===== src/rtl/chunk_head_masked.sv =====
// Walks the enabled config IDs of one chunk request in ascending order and emits
// one memory offset per ID: a per-ID base plus strided, shuffled block/accumulation terms.
module chunk_head_masked #(
    parameter int BW     = 16,
    parameter int N_ICFG = 4,
    parameter int VDIM   = 4,
    parameter int DIM    = 5,
    parameter int SF_BW  = 3,
    parameter int SS_BW  = 4,
    parameter int ID_BW  = $clog2(N_ICFG + 1),
    parameter int DIM_BW = $clog2(DIM)
) (
    input  logic                                        i_clk,
    input  logic                                        i_rst,
    input  logic                                        i_abofs_rdy,
    output logic                                        i_abofs_ack,
    input  logic                                        i_which,
    input  logic [VDIM-1:0][BW-1:0]                     i_bofs,
    input  logic [VDIM-1:0][BW-1:0]                     i_aofs,
    input  logic [ID_BW-1:0]                            i_beg,
    input  logic [ID_BW-1:0]                            i_end,
    input  logic [N_ICFG-1:0]                           i_id_en,
    input  logic [N_ICFG-1:0][DIM-1:0][BW-1:0]          i_global_mofs,
    input  logic [N_ICFG-1:0][VDIM-1:0][DIM_BW-1:0]     i_bshufs,
    input  logic [N_ICFG-1:0][VDIM-1:0][DIM_BW-1:0]     i_ashufs,
    input  logic [N_ICFG-1:0][VDIM-1:0][SF_BW-1:0]      i_bstrides_frac,
    input  logic [N_ICFG-1:0][VDIM-1:0][SS_BW-1:0]      i_bstrides_shamt,
    input  logic [N_ICFG-1:0][VDIM-1:0][SF_BW-1:0]      i_astrides_frac,
    input  logic [N_ICFG-1:0][VDIM-1:0][SS_BW-1:0]      i_astrides_shamt,
    output logic                                        o_mofs_rdy,
    input  logic                                        o_mofs_ack,
    output logic                                        o_which,
    output logic [DIM-1:0][BW-1:0]                      o_mofs,
    output logic [ID_BW-1:0]                            o_id,
    output logic                                        o_last
);

    typedef enum logic {IDLE, BUSY} state_t;

    state_t                  state_q;
    logic                    o_mofs_rdy_q;
    logic                    o_which_q;
    logic [DIM-1:0][BW-1:0]  o_mofs_q;
    logic [ID_BW-1:0]        o_id_q;
    logic                    o_last_q;

    logic [N_ICFG-1:0]       elig;
    logic [ID_BW-1:0]        search_start;
    logic                    id_found;
    logic [ID_BW-1:0]        id_d;
    logic                    last_d;
    logic [DIM-1:0][BW-1:0]  mofs_d;

    logic [DIM-1:0][BW-1:0]        sel_gmofs;
    logic [VDIM-1:0][DIM_BW-1:0]   sel_bshuf;
    logic [VDIM-1:0][DIM_BW-1:0]   sel_ashuf;
    logic [VDIM-1:0][SF_BW-1:0]    sel_bfrac;
    logic [VDIM-1:0][SS_BW-1:0]    sel_bshamt;
    logic [VDIM-1:0][SF_BW-1:0]    sel_afrac;
    logic [VDIM-1:0][SS_BW-1:0]    sel_ashamt;
    logic [VDIM-1:0][BW-1:0]       bprod;
    logic [VDIM-1:0][BW-1:0]       bterm;
    logic [VDIM-1:0][BW-1:0]       aprod;
    logic [VDIM-1:0][BW-1:0]       aterm;

    // An ID is eligible when enabled and below the exclusive range end.
    genvar gi;
    generate
        for (gi = 0; gi < N_ICFG; gi++) begin : g_elig
            assign elig[gi] = i_id_en[gi] && (ID_BW'(gi) < i_end);
        end
    endgenerate

    function automatic logic any_from(input logic [N_ICFG-1:0] m, input logic [ID_BW-1:0] s);
        any_from = 1'b0;
        for (int k = 0; k < N_ICFG; k++)
            if (m[k] && (ID_BW'(k) >= s)) any_from = 1'b1;
    endfunction

    function automatic logic [ID_BW-1:0] first_from(input logic [N_ICFG-1:0] m,
                                                    input logic [ID_BW-1:0] s);
        first_from = '0;
        for (int k = N_ICFG - 1; k >= 0; k--)
            if (m[k] && (ID_BW'(k) >= s)) first_from = ID_BW'(k);
    endfunction

    // o_id_q + 1 cannot overflow: o_id_q <= N_ICFG-1 and ID_BW holds N_ICFG.
    assign search_start = (state_q == BUSY) ? (o_id_q + ID_BW'(1)) : i_beg;
    assign id_found     = any_from(elig, search_start);
    assign id_d         = first_from(elig, search_start);
    assign last_d       = !any_from(elig, id_d + ID_BW'(1));

    always_comb begin
        sel_gmofs  = '0;
        sel_bshuf  = '0;
        sel_ashuf  = '0;
        sel_bfrac  = '0;
        sel_bshamt = '0;
        sel_afrac  = '0;
        sel_ashamt = '0;
        for (int k = 0; k < N_ICFG; k++) begin
            if (id_d == ID_BW'(k)) begin
                sel_gmofs  = i_global_mofs[k];
                sel_bshuf  = i_bshufs[k];
                sel_ashuf  = i_ashufs[k];
                sel_bfrac  = i_bstrides_frac[k];
                sel_bshamt = i_bstrides_shamt[k];
                sel_afrac  = i_astrides_frac[k];
                sel_ashamt = i_astrides_shamt[k];
            end
        end
    end

    // Products and shifts are evaluated at BW bits, so they wrap modulo 2^BW.
    generate
        for (gi = 0; gi < VDIM; gi++) begin : g_term
            assign bprod[gi] = i_bofs[gi] * BW'(sel_bfrac[gi]);
            assign bterm[gi] = bprod[gi] << sel_bshamt[gi];
            assign aprod[gi] = i_aofs[gi] * BW'(sel_afrac[gi]);
            assign aterm[gi] = aprod[gi] << sel_ashamt[gi];
        end
    endgenerate

    // Shuffle targets at or beyond DIM never match a dimension and drop out.
    always_comb begin
        mofs_d = sel_gmofs;
        for (int d = 0; d < DIM; d++) begin
            for (int v = 0; v < VDIM; v++) begin
                if (sel_bshuf[v] == DIM_BW'(d)) mofs_d[d] = mofs_d[d] + bterm[v];
                if (sel_ashuf[v] == DIM_BW'(d)) mofs_d[d] = mofs_d[d] + aterm[v];
            end
        end
    end

    assign i_abofs_ack = i_rst &&
                         (((state_q == IDLE) && i_abofs_rdy && !id_found) ||
                          ((state_q == BUSY) && o_mofs_ack && o_last_q));

    always_ff @(posedge i_clk or negedge i_rst) begin
        if (!i_rst) begin
            state_q      <= IDLE;
            o_mofs_rdy_q <= 1'b0;
            o_which_q    <= 1'b0;
            o_mofs_q     <= '0;
            o_id_q       <= '0;
            o_last_q     <= 1'b0;
        end else begin
            case (state_q)
                IDLE: begin
                    if (i_abofs_rdy && id_found) begin
                        state_q      <= BUSY;
                        o_mofs_rdy_q <= 1'b1;
                        o_which_q    <= i_which;
                        o_mofs_q     <= mofs_d;
                        o_id_q       <= id_d;
                        o_last_q     <= last_d;
                    end
                end
                BUSY: begin
                    if (o_mofs_ack) begin
                        if (o_last_q) begin
                            state_q      <= IDLE;
                            o_mofs_rdy_q <= 1'b0;
                        end else begin
                            o_mofs_q <= mofs_d;
                            o_id_q   <= id_d;
                            o_last_q <= last_d;
                        end
                    end
                end
                default: begin
                    state_q      <= IDLE;
                    o_mofs_rdy_q <= 1'b0;
                end
            endcase
        end
    end

    assign o_mofs_rdy = o_mofs_rdy_q;
    assign o_which    = o_which_q;
    assign o_mofs     = o_mofs_q;
    assign o_id       = o_id_q;
    assign o_last     = o_last_q;

endmodule


===== config.mk =====
export PLATFORM = sky130hd
export DESIGN_NAME = chunk_head_masked
export DESIGN_NICKNAME = d
export VERILOG_FILES = /design/src/rtl/chunk_head_masked.sv
export SDC_FILE = /design/constraint.sdc
export NUM_CORES = 2
export LEC_CHECK = 0
export CORE_AREA = 8 8 334 336
export CTS_CLUSTER_SIZE = 28
export DETAILED_ROUTE_END_ITERATION = 7
export DIE_AREA = 0 0 342 344
export GPL_TIMING_DRIVEN = 0
export PLACE_DENSITY = 0.77
export SLEW_MARGIN = 0
export SYNTH_ARGS = -nofsm -noshare
export SYNTH_HDL_FRONTEND = slang
export SYNTH_SLANG_ARGS = --single-unit

===== constraint.sdc =====
create_clock -name i_clk -period 25.6 [get_ports i_clk]
set_clock_uncertainty 0.2 [all_clocks]
set_input_delay 3.84 -clock i_clk [delete_from_list [all_inputs] [get_ports i_clk]]
set_output_delay 3.84 -clock i_clk [all_outputs]
set_load 0.02 [all_outputs]

---- After elaboration in Yosys (flattened, before gate mapping) ----
Index checks and enable logic that the tools add are counted.
storage, ports and cells
  register bits after elaboration ......... 87
  input port bits ......................... 783
  output and inout port bits .............. 87
cells by class
  add/sub/neg operators ................... 42
  multiply operators ...................... 8
  magnitude comparators ................... 12
  eq/ne operators ......................... 39
  shift operators ......................... 8
  multiplexer cells ....................... 101
  bitwise gates (word level) .............. 1
  reduce and logical (&&, ||, !) cells .... 34
operators with widths
  operator             count
  $mux 16              48
  $add 16x16->16       40
  $mux 80              7
  $mux 12              16
  $pmux 80 s2          1
  $mul 16x3->16        8
  $shl 16x4->16        8
  $eq 3x2->1 const B   18
  $eq 3x1->1 const B   9
  $logic_not 3->1      9
  $eq 3x3->1 const B   8
  $mux 3               7
  $logic_and 1x1->1    18
  $mux 1               17
  $ge 1x3->1 const A   4
  $ge 2x3->1 const A   4
  $add 3x1->3 const B  2
  $lt 1x3->1 const A   2
  $lt 2x3->1 const A   2
  $pmux 1 s2           3
  $pmux 3 s2           1
  $reduce_and 3->1     2
  $ne 2x1->1 const B   2
  $ne 2x2->1 const B   2
  5 further kinds      7

---- Longest topological paths before layout ----
  depth in word-level cells ............... 34
  gate-level depth with buffers ........... 85
  mapped depth without buffers ............ 81

---- Worst setup path before layout ----
No wires, ideal clock.
  path type ............................... input -> register
  from .................................... in i_end[1]
  to ...................................... reg o_mofs_q, in the netlist o_mofs[15]
  library setup time ...................... 0.135 ns
  data arrival time ....................... 18.192 ns
  data required time ...................... 25.265 ns
  setup slack ............................. 7.074 ns
  stages .................................. 78
  buffers on the path ..................... 3
  path through ............................ a21o_1 -> a41oi_1 -> a211o_1 -> buf_4 -> buf_4 -> buf_2 -> nor2_1 -> a31o_2 -> o21ai_0 -> and2_1 -> fa_1 -> ha_1 -> fa_1 -> xor2_1 -> nor2_1 -> a211o_1 -> a21oi_1 -> a311oi_2 -> [... 42 more ...] -> nor4_1 -> a31oi_1 -> nand2_1 -> o31ai_1 -> nand2_1 -> ha_1 -> or3_1 -> a21oi_1 -> a31oi_1 -> ha_1 -> a21oi_1 -> o21ai_0 -> xor2_1 -> nor2_1 -> xnor2_1 -> xnor3_1 -> xnor2_1 -> o21ai_0
between the ends
  cells in the longest elaborated chain, start to end .. 33
  elaborated cells between the ends (all ways) .. 99
  those cells by class .................... add/sub (8); mul (8); order compare (4); eq/ne (4); shift (8); mux (48); reduce/logical (19)
RTL lines
  item                   RTL line  source
  start, declared        21        input logic [ID_BW-1:0] i_end,
  $lt 2x3->1             70        assign elig[gi] = i_id_en[gi] && (ID_BW'(gi) < i_end);
  $logic_and 1x1->1      70
  $logic_and 1x1->1      77, 84
  $mux 2                 84        if (m[k] && (ID_BW'(k) >= s)) first_from = ID_BW'(k);
  $mux 3 (3 in series)   84
  $logic_not 3->1        102       if (id_d == ID_BW'(k)) begin
  $mux 12 (4 in series)  102
  $mul 16x3->16          117       assign bprod[gi] = i_bofs[gi] * BW'(sel_bfrac[gi]);
  [... 12 more ...]      n/a
  $mux 16                130       if (sel_ashuf[v] == DIM_BW'(d)) mofs_d[d] = mofs_d[d] + aterm[v];
  $add 16x16->16         129       if (sel_bshuf[v] == DIM_BW'(d)) mofs_d[d] = mofs_d[d] + bterm[v];
  $mux 16                129
  $add 16x16->16         130
  $mux 16                130
  $mux 80                161       if (o_last_q) begin
  $mux 80                160       if (o_mofs_ack) begin
  $pmux 80 s2            148       case (state_q)
  end signal, assigned   154       o_mofs_q <= mofs_d;
  end signal, assigned   165       o_mofs_q <= mofs_d;
  end, declared          43        logic [DIM-1:0][BW-1:0] o_mofs_q;
Parallel ways exist; a longest one is shown, timed or not. The select of a mux whose other input is x is not followed.
A chain may end at the register's enable or synchronous reset.

---- Worst setup path in the final report ----
  from .................................... in i_id_en[1]
  to ...................................... reg o_mofs_q, in the netlist o_mofs[15]
between the ends
  cells in the longest elaborated chain, start to end .. 30
  elaborated cells between the ends (all ways) .. 86
  those cells by class .................... add/sub (8); mul (8); eq/ne (4); shift (8); mux (45); reduce/logical (13)
RTL lines
  item                   RTL line  source
  start, declared        22        input logic [N_ICFG-1:0] i_id_en,
  $logic_and 1x1->1 *    70
  $logic_and 1x1->1 *    77, 84
  $mux 3 (2 in series)   84
  $logic_not 3->1        102
  $mux 12 (4 in series)  102
  $mul 16x3->16          117
  $shl 16x4->16          118       assign bterm[gi] = bprod[gi] << sel_bshamt[gi];
  $add 16x16->16         129
  [... 10 more ...]      n/a
  $mux 16                130
  $add 16x16->16         129
  $mux 16                129
  $add 16x16->16         130
  $mux 16                130
  $mux 80                161
  $mux 80                160
  $pmux 80 s2            148
Mark *: on every way between the ends. The rest lies on a longest branch, timed or not. The select of a mux whose other input is x is not followed.

==> flow_summary_export.csv <==
group,metric,value,unit
run_status,status,"complete, but fails checks",
run_status,failed_checks,"design-rule violations, max-capacitance violations, max-slew violations",
place,place_area,65200,µm²
detailed_routing,vias,65687,
synth,synth_adder_area_share,21.9,%
clock_tree,htreeDepth,3,
finish,regArea,2150,µm²
sta,rsz0062_at_grt,"no",
sta,finalSetupViolCount,0,
synth,yosysTopAreaCell,"ha_1",
sta,hold_viol,0,
synth,avgSynthCellArea,7.01,µm²
job,max_cap_viol_count,10,
clock_tree,cts_tree,"built",
synth,synth_xor_area_share,9.15,%
clock_tree,cts-buffers-inserted,9,
synth,synth_top_family_by_area,"compound AO/OA/AOI/OAI gates",
synth,syn_area,54500,µm²
synth,async_flop_share,100,%
critical_path,worstPathRequired,25.61,ns
critical_path,critPathMaxFanout,10,
clock_tree,clock_sinks,86,
detailed_routing,antenna_left,0,
finish,areaGrowthSynthToFinish,20.4,%
grt,grt_pass1_vias,61344,
min_path,min_path_cells,2,
place,portBuffers,868,
clock_tree,root_buffer,"clkbuf_16",
synth,ys_ff_latch,86,
critical_path,path_common_cell,"ha_1",
detailed_routing,drt-pass1-iter-count,8,
critical_path,worst_setup_path_start_kind,"primary input",
synth,synth-edff-count,0,
clock_tree,ctsLongestPathBuffers,2,
min_path,min_path_type,"reg2reg",
synth,synth_area_leaders,"ha_1 16%, nand2_1 6.9%, xnor2_1 6.1%",
grt,antenna_found_initial,50,
synth,yosys_warnings,0,
clock_tree,clk_pin_slew,0.07,ns
synth,synthTopCellsByCount,"998 x nand2_1, 710 x ha_1, 704 x nor2_1",
synth,synth_cells,7776,
grt,grt_pass1_wl,406000,µm
synth,synth_compound_area_share,28.8,%
place,hpwl,246000,µm
finish,num-nets-final,10317,
detailed_routing,routedWlPerCell,28.3,µm
floorplanning,start_util,51.3,%
place,routabilityCongestion,1.09,
grt,grt.overflow.total,0,
synth,synthDistinctLibCells,120,
clock_tree,cts_resized,0,
sta,fmax,40.6,MHz
floorplanning,die_area,118000,µm²
sta,tns,0,ns
sta,period_needed,24.61,ns
critical_path,crit_type,"in2reg",
critical_path,end_kind,"flop",
detailed_routing,drt-initial-drc-count,7884,
floorplanning,io_pins,870,
synth,ys_seq_area_share,3.95,%
clock_tree,cts_setup_buffers,0,
floorplanning,rows,120,
finish,final_layout_size_suffix_gt1_share,5.79,%
synth,synth-simple-area-share,20.9,%
synth,synth_nets,9421,
floorplanning,core,106000,µm²
synth,netlist.area_leader.share,16.3,%
detailed_routing,drt-total-wl,287000,µm
grt,grt_max_degree,67,
sta,finalMaxSlewViolations,66,
finish,multi_input_area,48800,µm²
critical_path,critPathMaxStageDelay,1.14,ns
critical_path,slowest_stage,"buf_1",
clock_tree,ctsHoldBuffers,0,
finish,fillers,9872,
clock_tree,insertion_delay,0.38,ns
floorplanning,die_w,342,µm
sta,worstMarginPinSlew,1.58,ns
detailed_routing,vias_per_cell,6.49,
sta,slew_headroom,-5.60,%
grt,grt_usage,46.1,%
critical_path,critPathArrivalTime,24.62,ns
detailed_routing,drc,17,
sta,timing.final.crit_share,96.1,%
synth,synthMuxAreaShare,8.57,%
synth,yosysMostFrequentCell,"nand2_1",
finish,finalInstanceArea,65600,µm²
critical_path,reg2regPathDepth,73,
synth,ys.flop_type,"dfrtp_1",
floorplanning,die_y,344,µm
## per-stage QoR
step,setup WS [ns],hold WS (ns),std cells,util (%)
after floorplan,7.07,0.379,7776,-
after global placement,1.80,0.263,10047,61.1
after CTS,1.98,0.281,10079,61.6
final,0.994,0.281,10127,61.7
after detailed placement,1.70,0.261,10063,61.3
after global routing,0.573,0.293,10111,61.7
## cells in the final DEF (no fill, tap or decap), types with 161 or more instances in the layout
cell type and instances:
a21o_1 201, a21oi_1 616, clkbuf_1 165, clkdlybuf4s50_1 867
ha_1 710, inv_1 582, mux2_2 204, mux2i_1 230
nand2_1 998, nand3_1 165, nor2_1 704, nor3_1 161
o21ai_0 501, xnor2_1 377
## final timing paths
| check | from | end | slack [ns] |
|---|---|---|---|
| max | i_id_en[1] | o_mofs[15] | 0.99 |
| min | o_mofs[50] | o_mofs[50] | 0.28 |
| max reg2reg | o_id[0] | o_mofs[15] | 4.22 |
| min reg2reg | o_mofs[50] | o_mofs[50] | 0.28 |
| max in group asynchronous | i_rst | o_mofs_rdy | 21.35 |
| min in group asynchronous | i_rst | o_mofs[62] | 3.15 |
## final cells by class
cell class	instances	share of cell area [%]
Sequential cell	86	3.28
Buffer	324	2.23
Antenna cell	47	0.179
Inverter	583	3.33
Multi-Input combinational cell	6783	74.3
Clock buffer	10	0.349
Timing Repair Buffer	885	13.5
Clock inverter	6	0.153
Tap cell	1403	2.67
## worst max-delay path: cells and delay by family
kind,cells,cell delay [ns]
multiplexers,5,0.79
adder cells (fa/ha/maj),9,3.34
AND/OR/NAND/NOR,11,1.49
buffers and inverters,14,6.03
AO/OA/AOI/OAI,25,7.29
XOR/XNOR,8,1.69
## registers in the layout (all words and copies together) (netlist names)
register    cells
o_mofs         80
o_which         1
o_last          1
o_mofs_rdy      1
o_id            2
state_q         1
## per-layer routing
layer  global-route usage, %  vias to the layer above  part of all wire (%)
li1                        -                    29766                     -
met3                    13.9                     1021                    12
met4                    36.2                       14                   9.3
met2                    68.8                     4166                    41
met5                       0                        -                 0.030
met1                    55.0                    30720                    37
## cells by family (layout without fill, tap and decap cells)
| kind of cell | count (synthesis) | in the layout |
|---|---|---|
| XOR/XNOR | 548 | 548 |
| flip-flops | 86 | 86 |
| buffers and inverters | 907 | 1808 |
| multiplexers | 438 | 438 |
| adder cells (fa/ha/maj) | 862 | 862 |
| AND/OR/NAND/NOR | 2545 | 2545 |
| other | 1 | 48 |
| AO/OA/AOI/OAI | 2389 | 2389 |
Power is not shown: default switching activity piles up to over one toggle a cycle in this logic, so the estimate is an artifact.
